## config.mk

```make
export PLATFORM = sky130hd
export DESIGN_NAME = imem_loader
export DESIGN_NICKNAME = d
export VERILOG_FILES = /design/src/rtl/imem_loader.sv
export SDC_FILE = /design/constraint.sdc
export NUM_CORES = 1
export LEC_CHECK = 0
export ABC_AREA = 1
export BUFFER_PORTS_ARGS = -buffer_cell sky130_fd_sc_hd__buf_2
export CAP_MARGIN = 20
export CORE_MARGIN = 2
export CORE_UTILIZATION = 30
export CTS_CLUSTER_SIZE = 10
export DETAILED_ROUTE_END_ITERATION = 8
export HOLD_SLACK_MARGIN = 0.05
export PLACE_DENSITY_LB_ADDON = 0.1
export SYNTH_ARGS = -nofsm -noshare
export SYNTH_HDL_FRONTEND = slang
export SYNTH_SLANG_ARGS = --single-unit
```

## constraint.sdc

```tcl
create_clock -name i_clk -period 3.2 [get_ports i_clk]
set_input_delay 0.64 -clock i_clk [delete_from_list [all_inputs] [get_ports i_clk]]
set_output_delay 0.64 -clock i_clk [all_outputs]
set_load 0.02 [all_outputs]
```

## src/rtl/imem_loader.sv

```systemverilog
// imem_loader: framed byte-stream boot loader that fills instruction memory and releases core reset on a good checksum
module imem_loader #(
    parameter int ADDR_WIDTH = 10
) (
    input  logic                  i_clk,
    input  logic                  i_rst_n,
    input  logic                  i_in_valid,
    input  logic [7:0]            i_in_data,
    output logic                  o_in_ready,
    output logic                  o_imem_we,
    output logic [ADDR_WIDTH-1:0] o_imem_addr,
    output logic [31:0]           o_imem_wdata,
    output logic                  o_cpu_rst_n,
    output logic                  o_load_done,
    output logic                  o_load_err
);
    typedef enum logic [2:0] {S_IDLE, S_LEN0, S_LEN1, S_DATA, S_CSUM, S_DONE, S_ERR} state_t;

    state_t                r_state;
    logic [15:0]           r_len;
    logic [7:0]            r_csum;
    logic [ADDR_WIDTH:0]   r_widx;
    logic [1:0]            r_bidx;
    logic [23:0]           r_word;
    logic                  r_in_ready;
    logic                  r_imem_we;
    logic [ADDR_WIDTH-1:0] r_imem_addr;
    logic [31:0]           r_imem_wdata;
    logic                  r_cpu_rst_n;
    logic                  r_load_done;
    logic                  r_load_err;

    logic        w_fire;
    logic        w_sync;
    logic [15:0] w_len;

    assign w_fire = i_in_valid && r_in_ready;
    assign w_sync = i_in_data == 8'hA5;
    assign w_len  = {i_in_data, r_len[7:0]};

    always_ff @(posedge i_clk or negedge i_rst_n) begin
        if (!i_rst_n) begin
            r_state      <= S_IDLE;
            r_len        <= '0;
            r_csum       <= '0;
            r_widx       <= '0;
            r_bidx       <= '0;
            r_word       <= '0;
            r_in_ready   <= 1'b0;
            r_imem_we    <= 1'b0;
            r_imem_addr  <= '0;
            r_imem_wdata <= '0;
            r_cpu_rst_n  <= 1'b0;
            r_load_done  <= 1'b0;
            r_load_err   <= 1'b0;
        end else begin
            r_in_ready <= 1'b1;
            r_imem_we  <= 1'b0;
            if (w_fire) begin
                r_csum <= r_csum ^ i_in_data;
                case (r_state)
                    S_IDLE, S_DONE, S_ERR: begin
                        if (w_sync) begin
                            r_state     <= S_LEN0;
                            r_csum      <= '0;
                            r_widx      <= '0;
                            r_bidx      <= '0;
                            r_cpu_rst_n <= 1'b0;
                            r_load_done <= 1'b0;
                            r_load_err  <= 1'b0;
                        end
                    end
                    S_LEN0: begin
                        r_len[7:0] <= i_in_data;
                        r_state    <= S_LEN1;
                    end
                    S_LEN1: begin
                        r_len[15:8] <= i_in_data;
                        if (32'(w_len) > (32'd1 << ADDR_WIDTH)) begin
                            r_state    <= S_ERR;
                            r_load_err <= 1'b1;
                        end else begin
                            r_state <= (w_len == 16'd0) ? S_CSUM : S_DATA;
                        end
                    end
                    S_DATA: begin
                        // bytes arrive LSB first, so shifting in from the top leaves lane 0 lowest
                        r_word <= {i_in_data, r_word[23:8]};
                        r_bidx <= r_bidx + 2'd1;
                        if (r_bidx == 2'd3) begin
                            r_imem_we    <= 1'b1;
                            r_imem_addr  <= r_widx[ADDR_WIDTH-1:0];
                            r_imem_wdata <= {i_in_data, r_word};
                            r_widx       <= r_widx + 1'b1;
                            if (32'(r_widx) + 32'd1 == 32'(r_len))
                                r_state <= S_CSUM;
                        end
                    end
                    S_CSUM: begin
                        if (i_in_data == r_csum) begin
                            r_state     <= S_DONE;
                            r_load_done <= 1'b1;
                            r_cpu_rst_n <= 1'b1;
                        end else begin
                            r_state    <= S_ERR;
                            r_load_err <= 1'b1;
                        end
                    end
                    default: r_state <= S_IDLE;
                endcase
            end
        end
    end

    assign o_in_ready   = r_in_ready;
    assign o_imem_we    = r_imem_we;
    assign o_imem_addr  = r_imem_addr;
    assign o_imem_wdata = r_imem_wdata;
    assign o_cpu_rst_n  = r_cpu_rst_n;
    assign o_load_done  = r_load_done;
    assign o_load_err   = r_load_err;
endmodule

```

# Word level (Yosys, flattened, before mapping)
# Index checks and enable logic that the tools add are counted.
# totals
regBits	110
out_inout_bits	47
# op_classes
n_addsub	3
order_cmp	1
eq_ne	16
mux	23
bitwise_logic	1
reduce_logical	16
# op_table
cell	n
$mux W11	2
$pmux W11 S2	1
$eq A12 B16 Y1	1
$gt A16 B11 Y1 const B	1
$logic_not A16 Y1	1
$mux W8	2
$mux W3	5
$pmux W3 S5	1
$add A11 B1 Y12 const B	1
$ne A2 B2 Y1 const B	6
$reduce_and A4 Y1	3
$add A11 B1 Y11 const B	1
$eq A3 B3 Y1 const B	3
$eq A8 B8 Y1	1
$eq A8 B8 Y1 const B	1
$xor A8 B8 Y8	1
$mux W1	7
$eq A3 B2 Y1 const B	2
$reduce_and A2 Y1	3
$reduce_and A3 Y1	2
$reduce_and A5 Y1	1
$mux W2	2
$pmux W2 S2	1
$reduce_bool A2 Y1	2
other kinds (9)	9

# Depth between registers and ports, before layout
# Gate-level depths: netlist of run 1.
# depth
ltp_word	5
depth_mapped	16
depth_no_buf	16

# Worst setup path after synthesis of run 1
# OpenSTA, ideal clock, no wires.
# synth_timing
kind	input to register
start	input i_in_data[3]
end	register r_widx[1]
setup_ps	129
t_arrival_ps	1553
path_slack_ps	1518
path_stages	11
path_buffers	1
path_cell_list	inv_1 -> nand2_1 -> inv_1 -> nand3_1 -> nor2_1 -> o21ai_2 -> inv_2 -> o21ai_2 -> nor2_4 -> buf_6 -> o22ai_1
# synth_between
elab_chain_cells	3
# synth_lines
element	line_no	source
from (decl)	8	input logic [7:0] i_in_data,
$eq A8 B8 Y1	38	assign w_sync = i_in_data == 8'hA5;
$ne A2 B2 Y1 (no line)	n/a	
$reduce_and A4 Y1 (no line)	n/a	
to (signal assigned)	94	r_widx <= r_widx + 1'b1;
to (decl)	22	logic [ADDR_WIDTH:0] r_widx;
# Every way passes these cells.
# A chain may end at the register's enable or synchronous reset.

# Worst setup path in the final report of run 1
# layout_timing
start	register r_widx[0]
end	register r_state[0]
# layout_between
elab_chain_cells	4
# layout_lines
element	line_no	source
$add A11 B1 Y12	95	if (32'(r_widx) + 32'd1 == 32'(r_len))
$eq A12 B16 Y1	95	
$ne A2 B2 Y1 (no line)	n/a	
$reduce_and A4 Y1 (no line)	n/a	
to (signal assigned)	83	r_state <= (w_len == 16'd0) ? S_CSUM : S_DATA;
to (decl)	19	state_t r_state;
# Every way passes these cells.

==> flow_metrics.env, run 1 <==
export IMPL_outcome="complete, no violations"
export IMPL_start_util_pct=30.36
export IMPL_final_cells=866
export IMPL_grt_max_degree=57
export IMPL_io_pins=58
export IMPL_ys_ff_latch=110
export IMPL_place_inst=850
export IMPL_io_buffer_count=57
export IMPL_grt_pass1_wl_mm=19.84
export IMPL_area_growth_synth_to_final_pct=15.88
export IMPL_numCtsBuffers=9
export IMPL_clockBufferDepth=2
export IMPL_peakVddDrop_mv=0.3065
export IMPL_setup_violations_final=0
export IMPL_layout_common_cells="nand2_1, dfrtp_1, o21ai_0, inv_1, buf_2"
export IMPL_slowest_delay_ps=410
export IMPL_maxCapViolations=0
export IMPL_comb_power_share_pct=26.4
export IMPL_yosysSeqAreaShare_pct=55.26
export IMPL_crit_type="flip-flop to flip-flop"
export IMPL_clock_skew_ps=8.251
export IMPL_syn_cell_area_um2=4981
export IMPL_wl_per_cell_um=13.96
export IMPL_diodes=0
export IMPL_clock_fmax_mhz=501.0
export IMPL_crit_fanout=11
export IMPL_cts_tree="yes"
export IMPL_start_kind="flip-flop"
export IMPL_cpMaxStageDelayCell="dfrtp_1"
export IMPL_yosysTopAreaCell="dfrtp_1"
export IMPL_worst_pin_slew_ps=764.1
export IMPL_seq_area_um2=2753
export IMPL_htree_levels=3
export IMPL_holdBufCountCts=0
export IMPL_via_per_inst=4.499
export IMPL_overflow=0
export IMPL_synth_area_per_cell_um2=8.442
export IMPL_drc=0
export IMPL_multi_input_area_um2=1828
export IMPL_cp_common_cell="nand2_1"
export IMPL_p_clk_share_pct=26.1
export IMPL_dp_hpwl_mm=8.444
export IMPL_grt_usage_pct=14.40
export IMPL_final_common_cell="nand2_1"
export IMPL_core_area_um2=16410
export IMPL_synth_cells=590
export IMPL_final_period_utilization_pct=62.38
export IMPL_p_int_mw=2.716
export IMPL_nFillCells=1728
export IMPL_p_sw_mw=1.531
export IMPL_grt_pass1_vias=3758
export IMPL_post_cts_setup_buffer_count=0
export IMPL_layout_drive_gt1_share_pct=15.17
export IMPL_cts_clk_slew_worst_paths_ps=70
export IMPL_leakagePower_nw=2.943
export IMPL_antenna_left=0
export IMPL_cp_arrival_ps=2250
export IMPL_yosysTopAreaCellShare_pct=55.26
export IMPL_end_kind="flip-flop"
export IMPL_setup_tns_ps=0
export IMPL_fin_total_pwr_mw=4.247
export IMPL_yosys_top_cells_area="dfrtp_1, nand2_1, o21ai_0"
export IMPL_vias=3896
export IMPL_antenna_found_initial=0
export IMPL_fin_crit_ps=1996
export IMPL_row_count=47
export IMPL_cts_resized=0
export IMPL_post_route_util_pct=35.18
export IMPL_drt_pass1_iter_count=4
export IMPL_drtIter0Drc=304
export IMPL_totalWireLength_mm=12.09
export IMPL_clock_latency_ps=360
export IMPL_critPathRequiredTime_ps=3450
export IMPL_synth_warnings=0
export IMPL_min_path_type="input pin to asynchronous set/reset pin"
export IMPL_cts_root_buffer="clkbuf_16"
export IMPL_slew_headroom_pct=49.06
export IMPL_crit_chain="inv_2 -> nor2_2 -> nand3_1 -> nand3_1 -> nand2_1 -> nor2_1 -> nand2_1 -> nor2_1 -> nand2_1 -> nand2_2 -> nand2_2 -> nand2_1 -> nand2_1"
export IMPL_die_h_um=132.9
export IMPL_die_x_um=132.9
export IMPL_final_nets=654
export IMPL_rrSetupSlack_ps=1200
export IMPL_ys_types=32
export IMPL_switching_share_pct=36.04
export IMPL_gp_congestion=0.8074
export IMPL_slew_violations=0
export IMPL_p_seq_share_pct=47.4
export IMPL_rsz0062_at_grt="false"
export IMPL_powerDensity_nw_per_um2=735.8
export IMPL_cts_sink_count=110
export IMPL_hold_viol_final=0
export IMPL_syn_nets=603
export IMPL_dieArea_um2=17650
## flip-flops by register name, summed over array words and instances (netlist names)
name,flops
o_imem_addr,10
r_word,24
o_imem_we,1
r_widx,11
r_csum,8
o_load_err,1
r_len,16
r_bidx,2
o_load_done,1
r_state,3
o_in_ready,1
o_imem_wdata,32
## Yosys cell counts
library cell / instances
o21ai_2: 2
nand4_1: 12
a22o_1: 2
inv_2: 4
clkinv_1: 1
o21bai_1: 1
conb_1: 1
buf_6: 3
nand3b_1: 2
nor2_4: 5
buf_2: 2
nor3_1: 2
buf_4: 2
nor4_1: 1
xor2_1: 6
nand2_2: 4
dfrtp_1: 110
o21ai_1: 8
nand3_1: 33
nand3_2: 2
nand2_4: 1
inv_1: 73
nor2_2: 3
clkbuf_1: 13
o21ai_0: 86
o22ai_2: 3
o22ai_1: 2
xnor2_1: 2
nor2_1: 23
nand2_1: 175
a21oi_1: 4
ha_1: 2
## per-layer routing
metal / vias to the layer above / global-route usage [%] / part of all wire [%]
met5: - / 0 / 0
met4: 0 / 4.540 / 1.3
met3: 14 / 3.027 / 4.2
met2: 59 / 21.88 / 43
met1: 1838 / 20.60 / 51
li1: 1985 / - / -
## final cells by class
class,count,area share [%]
clock buffers,13,4.509
clock inverters,3,0.4769
inverters,78,5.073
multi-input cells,382,31.67
flip-flops and latches,110,47.69
well taps,220,4.769
repair buffers,60,5.810
## worst paths after layout
kind | from | endpoint | depth (start not counted)
worst max-delay path | r_widx[0] | r_state[0] | 13
min in group i_clk | o_imem_addr[6] | o_imem_addr[6] | 2
worst min-delay path | i_rst_n | r_csum[7] | 1
worst max register to register | r_widx[0] | r_state[0] | 13
max in group asynchronous | i_rst_n | o_imem_addr[6] | 2
worst min register to register | o_imem_addr[6] | o_imem_addr[6] | 2
## stage by stage
stage               setup slack [ps]  area [um^2]  hold WS [ps]
detailed placement             954.3         5484         468.4
CTS                             1190         5772         374.7
floorplan                       1518         4981         344.4
global route                   987.4         5772         403.6
global placement               993.2         5484         460.2
finish                          1204         5772         356.9
## worst max-delay path, delay by kind of cell (launching register included)
kind | cells | cell delay (ps)
and+or+nand+nor | 12 | 1400
buffers and inverters | 1 | 70
DFF | 1 | 410
## power by group through the flow
| stage | Combinational (mW) | Sequential (mW) | Clock [mW] |
|---|---|---|---|
| 6_report | 1.12 | 2.01 | 1.11 |
| 5_1_grt | 1.32 | 2.07 | 1.21 |
| 4_1_cts | 1.14 | 2.02 | 1.15 |
| 3_5_place_dp | 1.13 | 2.04 | 0 |
| 3_3_place_gp | 1.12 | 2.03 | 0 |
| 2_1_floorplan | 0.853 | 1.97 | 0 |
## kinds of logic after synthesis
| kind of cell | Yosys count | share of synthesized area [%] |
|---|---|---|
| adder cells (fa/ha/maj) | 2 | 0.5023 |
| XOR/XNOR | 8 | 1.407 |
| AND/OR/NAND/NOR | 263 | 23.01 |
| buffers and inverters | 98 | 8.038 |
| flip-flops | 110 | 55.26 |
| AO/OA/AOI/OAI | 108 | 11.71 |
| other | 1 | 0.07529 |
(Power assumes the default switching activity.)
==> run 2: changes to the inputs <==
Settings changed: ABC_AREA 1 to 0.
Clock period 3.2 ns to 1.7 ns, I/O delays scaled along.
==> flow_metrics.env, run 2 <==
export IMPL_clock_latency_ps=350
export IMPL_layout_drive_gt1_share_pct=37.71
export IMPL_startpoint="r_widx[1]"
export IMPL_clock_fmax_mhz=495.0
export IMPL_cp_arrival_ps=2280
export IMPL_cts_root_buffer="clkbuf_16"
export IMPL_stdcell_area_um2=6751
export IMPL_end_kind="flip-flop"
export IMPL_min_path_type="input pin to flip-flop"
export IMPL_placed_area_um2=6271
export IMPL_synth_ff_type="dfrtp_1"
export IMPL_maxCapViolations=0
export IMPL_syn_nets=524
export IMPL_syn_cell_area_um2=5061
export IMPL_nFillCells=1653
export IMPL_ys_ff_latch=110
export IMPL_totalWireLength_mm=13.45
export IMPL_outcome="finished, violations left"
export IMPL_dp_hpwl_mm=9.410
export IMPL_row_count=47
export IMPL_timing_hold_ws_ps=248.2
export IMPL_final_common_cell="nand2_1"
export IMPL_r2r_start="r_widx[1]"
export IMPL_area_growth_synth_to_final_pct=33.40
export IMPL_grt_max_degree=41
export IMPL_rsz0062_at_grt="true"
export IMPL_crit_type="flip-flop to flip-flop"
export IMPL_synth_most_common_cell="nand2_1"
export IMPL_io_buffer_count=57
export IMPL_grt_pass1_vias=4062
export IMPL_endpoint="r_state[2]"
export IMPL_place_inst=844
export IMPL_setup_violations_final=10
export IMPL_critPathRequiredTime_ps=1960
export IMPL_drc=0
export IMPL_start_kind="flip-flop"
export IMPL_gp_congestion=0.8821
export IMPL_htree_levels=3
export IMPL_rrSetupSlack_ps=-320
export IMPL_rr_worst_depth=7
export IMPL_cts_tree="yes"
export IMPL_fin_crit_ps=2020
export IMPL_comb_power_share_pct=36.5
export IMPL_yosysTopAreaCellShare_pct=54.39
export IMPL_via_per_inst=4.676
export IMPL_grt_pass1_wl_mm=21.50
export IMPL_io_pins=58
export IMPL_slew_violations=0
export IMPL_dieArea_um2=17930
export IMPL_start_util_pct=30.63
export IMPL_ys_types=50
export IMPL_p_sw_mw=3.711
export IMPL_core_area_um2=16520
export IMPL_hold_viol_final=0
export IMPL_cts_sink_count=110
export IMPL_layout_common_cells="nand2_1, dfrtp_1, buf_4, buf_2, mux2_2"
export IMPL_die_x_um=133.9
export IMPL_leakagePower_nw=3.269
export IMPL_violations="setup timing"
export IMPL_synth_edf_count=0
export IMPL_diodes=0
export IMPL_antenna_found_initial=0
export IMPL_setup_ws_ps=-320.3
export IMPL_overflow=0
export IMPL_yosys_top_cells_area="dfrtp_1, nand2_1, mux2_2"
export IMPL_final_period_utilization_pct=118.8
export IMPL_final_nets=655
export IMPL_peakVddDrop_mv=0.6196
export IMPL_clockBufferDepth=2
export IMPL_synth_area_per_cell_um2=9.904
export IMPL_switching_share_pct=36.64
export IMPL_p_clk_share_pct=21.1
export IMPL_p_int_mw=6.418
export IMPL_powerDensity_nw_per_um2=1500
export IMPL_synth_warnings=0
export IMPL_final_cells=867
export IMPL_yosysTopAreaCell="dfrtp_1"
export IMPL_largest_register_ffs=32
export IMPL_drt_pass1_iter_count=6
export IMPL_rr_endpoint="r_state[2]"
export IMPL_crit_fanout=5
export IMPL_antenna_left=0
export IMPL_p_seq_share_pct=42.4
export IMPL_numCtsBuffers=9
export IMPL_synthTopCellsByCount="nand2_1, dfrtp_1, mux2_2"
export IMPL_vias=4054
export IMPL_grt_usage_pct=15.30
export IMPL_synth_async_reset_ratio_pct=100.0
export IMPL_die_h_um=133.9
export IMPL_yosysSeqAreaShare_pct=54.39
export IMPL_synth_cells=511
export IMPL_cts_clk_slew_worst_paths_ps=80
export IMPL_wl_per_cell_um=15.51
export IMPL_clock_skew_ps=10.64
export IMPL_post_route_util_pct=40.86
export IMPL_drtIter0Drc=244
-- run 2: layout make-up --
cell class / count / area (um^2) / share of cell area [%]
Sequential cell: 110 / 2758 / 40.84
Multi-Input combinational cell: 365 / 2281 / 33.78
Timing Repair Buffer: 153 / 1122 / 16.62
Tap cell: 220 / 275.3 / 4.077
Clock buffer: 10 / 239.0 / 3.540
Clock inverter: 6 / 61.31 / 0.9081
Inverter: 3 / 15.01 / 0.2224
-- run 2: timing repair --
| item | CTS | global route |
|---|---|---|
| cloned | 0 | 2 |
| setup endpoints to repair | 23 | 78 |
| hold endpoints to repair | 23 | 0 |
| buffers inserted | 2 | 2 |
| gates resized for setup | 9 | 15 |
| hold buffers | 1 | 0 |
| pin swaps | 4 | 3 |
-- run 2: per-layer routing --
metal	track usage [%]	vias to the layer above	part of all wire, %
met5	0	-	0
met4	5.437	0	1.7
met3	2.268	16	3.7
met2	23.56	95	44
met1	21.96	1959	50
li1	-	1984	-
-- run 2: critical path, stage by stage (launching register included) --
cell and delay [ps]:
dfrtp_2 430, ha_4 190, xor2_1 160, xnor2_1 140
o211ai_1 110, or4_4 520, o21a_1 200, o41ai_2 190
-- run 2: per-stage QoR --
stage | TNS, ps | power (mW) | worst slack, ps
2_1_floorplan | -917.2 | 6.457 | -237.5
4_1_cts | -1099 | 10.17 | -337.3
3_3_place_gp | -4111 | 7.866 | -307.0
6_report | -1016 | 10.13 | -320.3
5_1_grt | -5107 | 10.82 | -422.5
3_5_place_dp | -4324 | 7.938 | -356.7
-- run 2: worst min path at each step --
stage / slack (ps) / endpoint / depth (start not counted) / startpoint
6_report: 250 / o_imem_wdata[24] / 3 / i_in_data[0]
5_1_grt: 250 / o_imem_wdata[24] / 3 / i_in_data[0]
4_1_cts: 240 / o_imem_wdata[24] / 3 / i_in_data[0]
3_5_place_dp: 300 / o_imem_addr[5] / 1 / i_rst_n
3_3_place_gp: 300 / o_imem_addr[9] / 1 / i_rst_n
2_1_floorplan: 40 / o_imem_addr[0] / 0 / i_rst_n
-- run 2: cells by family (layout without fill, tap and decap cells) --
kind of cell,Yosys count,after routing,synth area share [%]
adder cells (fa/ha/maj),2,2,0.4944
AND/OR/NAND/NOR,222,222,19.63
buffers and inverters,36,172,2.868
other,1,1,0.07409
flip-flops,110,110,54.39
AO/OA/AOI/OAI,73,73,8.900
multiplexers,42,42,9.320
XOR/XNOR,25,25,4.326
-- run 2: power groups by stage --
| stage | sequential [mW] | clock, mW | combinational [mW] |
|---|---|---|---|
| floorplan | 4.64 | 0 | 1.81 |
| global placement | 4.30 | 0 | 3.56 |
| detailed placement | 4.33 | 0 | 3.61 |
| CTS | 4.30 | 2.20 | 3.67 |
| global route | 4.45 | 2.30 | 4.06 |
| finish | 4.30 | 2.14 | 3.69 |
==> run 3: changes to the inputs <==
Settings changed: CORE_UTILIZATION 30 to 45, REMOVE_ABC_BUFFERS from default to 1.
==> flow_metrics.env, run 3 (synthesized netlist as in run 2, its figures left out) <==
export IMPL_largest_register_ffs=32
export IMPL_peakVddDrop_mv=0.6600
export IMPL_powerDensity_nw_per_um2=1463
export IMPL_violations="setup timing"
export IMPL_crit_fanout=5
export IMPL_crit_type="flip-flop to flip-flop"
export IMPL_start_kind="flip-flop"
export IMPL_slew_violations=0
export IMPL_startpoint="r_widx[0]"
export IMPL_die_h_um=110.1
export IMPL_grt_usage_pct=20.98
export IMPL_io_buffer_count=57
export IMPL_drc=0
export IMPL_gp_congestion=0.8881
export IMPL_critPathRequiredTime_ps=1970
export IMPL_final_period_utilization_pct=123.7
export IMPL_hp_start="i_in_data[0]"
export IMPL_cts_root_buffer="clkbuf_8"
export IMPL_fin_crit_ps=2104
export IMPL_r2r_start="r_widx[0]"
export IMPL_leakagePower_nw=3.196
export IMPL_drt_pass1_iter_count=4
export IMPL_final_nets=650
export IMPL_grt_pass1_vias=3970
export IMPL_setup_ws_ps=-403.6
export IMPL_antenna_found_initial=0
export IMPL_critPathBufInv=0
export IMPL_drtIter0Drc=195
export IMPL_start_util_pct=46.48
export IMPL_grt_max_degree=36
export IMPL_rr_worst_depth=7
export IMPL_htree_levels=3
export IMPL_cts_tree="yes"
export IMPL_place_inst=756
export IMPL_rr_endpoint="r_state[2]"
export IMPL_diodes=0
export IMPL_clock_latency_ps=370
export IMPL_cpMaxStageDelayCell="or4_4"
export IMPL_clockBufferDepth=2
export IMPL_cp_depth=7
export IMPL_outcome="finished, violations left"
export IMPL_numCtsBuffers=9
export IMPL_grt_pass1_wl_mm=19.61
export IMPL_layout_common_cells="nand2_1, dfrtp_1, buf_4, buf_2, mux2_2"
export IMPL_final_cells=782
export IMPL_vias=3994
export IMPL_setup_violations_final=15
export IMPL_dp_hpwl_mm=8.565
export IMPL_core_area_um2=10890
export IMPL_wl_per_cell_um=15.07
export IMPL_die_x_um=110.1
export IMPL_cpLargestDelayFamily="simple AND/OR/NAND/NOR gates"
export IMPL_clock_fmax_mhz=475.4
export IMPL_area_growth_synth_to_final_pct=27.52
export IMPL_maxCapViolations=0
export IMPL_totalWireLength_mm=11.79
export IMPL_final_common_cell="nand2_1"
export IMPL_endpoint="r_state[2]"
export IMPL_pre_cts_slack_ps=-481.5
export IMPL_row_count=38
export IMPL_min_path_type="input pin to flip-flop"
export IMPL_clock_skew_ps=12.68
export IMPL_antenna_left=0
export IMPL_slowest_delay_ps=520
export IMPL_end_kind="flip-flop"
export IMPL_io_pins=58
export IMPL_crit_chain="ha_4 -> xor2_1 -> xnor2_1 -> o211ai_1 -> or4_4 -> o21a_1 -> o41ai_2"
export IMPL_cp_arrival_ps=2380
export IMPL_dieArea_um2=12110
export IMPL_via_per_inst=5.107
export IMPL_rrSetupSlack_ps=-400
export IMPL_cts_sink_count=110
export IMPL_cts_clk_slew_worst_paths_ps=120
export IMPL_rsz0062_at_grt="true"
export IMPL_overflow=0
export IMPL_layout_drive_gt1_share_pct=37.23
export IMPL_hold_viol_final=0
## run 3: cell types whose count changed in the layout (fill, tap and decap cells not counted), sizes merged
cell      delta
buf          -4
clkinvlp     -2
clkbuf       -1
clkinv       +1
inv          +1
## run 3: how the worst min path moves through the flow
stage / to / slack [ps] / cells past startpoint
after floorplan: o_imem_addr[0] / 40 / 0
after global placement: o_imem_addr[6] / 310 / 1
after CTS: o_imem_wdata[24] / 240 / 3
after global routing: o_imem_wdata[24] / 260 / 3
final: o_imem_wdata[24] / 260 / 3
after detailed placement: o_imem_addr[6] / 310 / 1
## run 3: metrics by stage
step           total power, mW  hold slack, ps  instance area [um^2]  utilization (%)  TNS, ps
2_1_floorplan            6.305           44.41                  4927                -  -157610
3_3_place_gp             7.596           308.4                  6053            55.60    -4794
3_5_place_dp             7.728           314.1                  6053            55.60    -5718
4_1_cts                  9.443           243.4                  6356            58.38    -1098
5_1_grt                  10.12           263.9                  6454            59.27    -4790
6_report                 9.442           255.7                  6454            59.27    -1342
## run 3: cell type report
class                      count  area, um^2
inverter                       3       13.76
fill                         959        4434
clock inverter                 6       65.06
clock buffer                  10       127.6
timing repair buffer         148        1039
sequential                   110        2758
tap                          140       175.2
multi-input combinational    365        2276
## run 3: report_power, final
part	internal, mW	switching [mW]
logic	1.71	1.91
clock network	0.582	0.982
registers	3.58	0.674
total	5.88	3.56
## run 3: routing by layer
layer	share of wire [%]	vias up	wire (um)	GRT usage [%]
met3	3.8	6	442	2.352
met1	48	1931	5707	30.32
met4	0.67	0	79	6.329
met5	0	-	0	0
met2	47	73	5556	33.30
li1	-	1984	-	-
## run 3: worst min-delay path: stages
cell and delay [ps]:
buf_2 160, nand2_1 70, nand2_1 40
## run 3: what timing repair did
item | in CTS | in global routing
endpoints found under the hold margin | 25 | 0
buffers inserted | 5 | 4
endpoints found under the setup margin | 50 | 91
resized for setup | 19 | 22
pin swaps | 7 | 7
hold buffers | 1 | 0
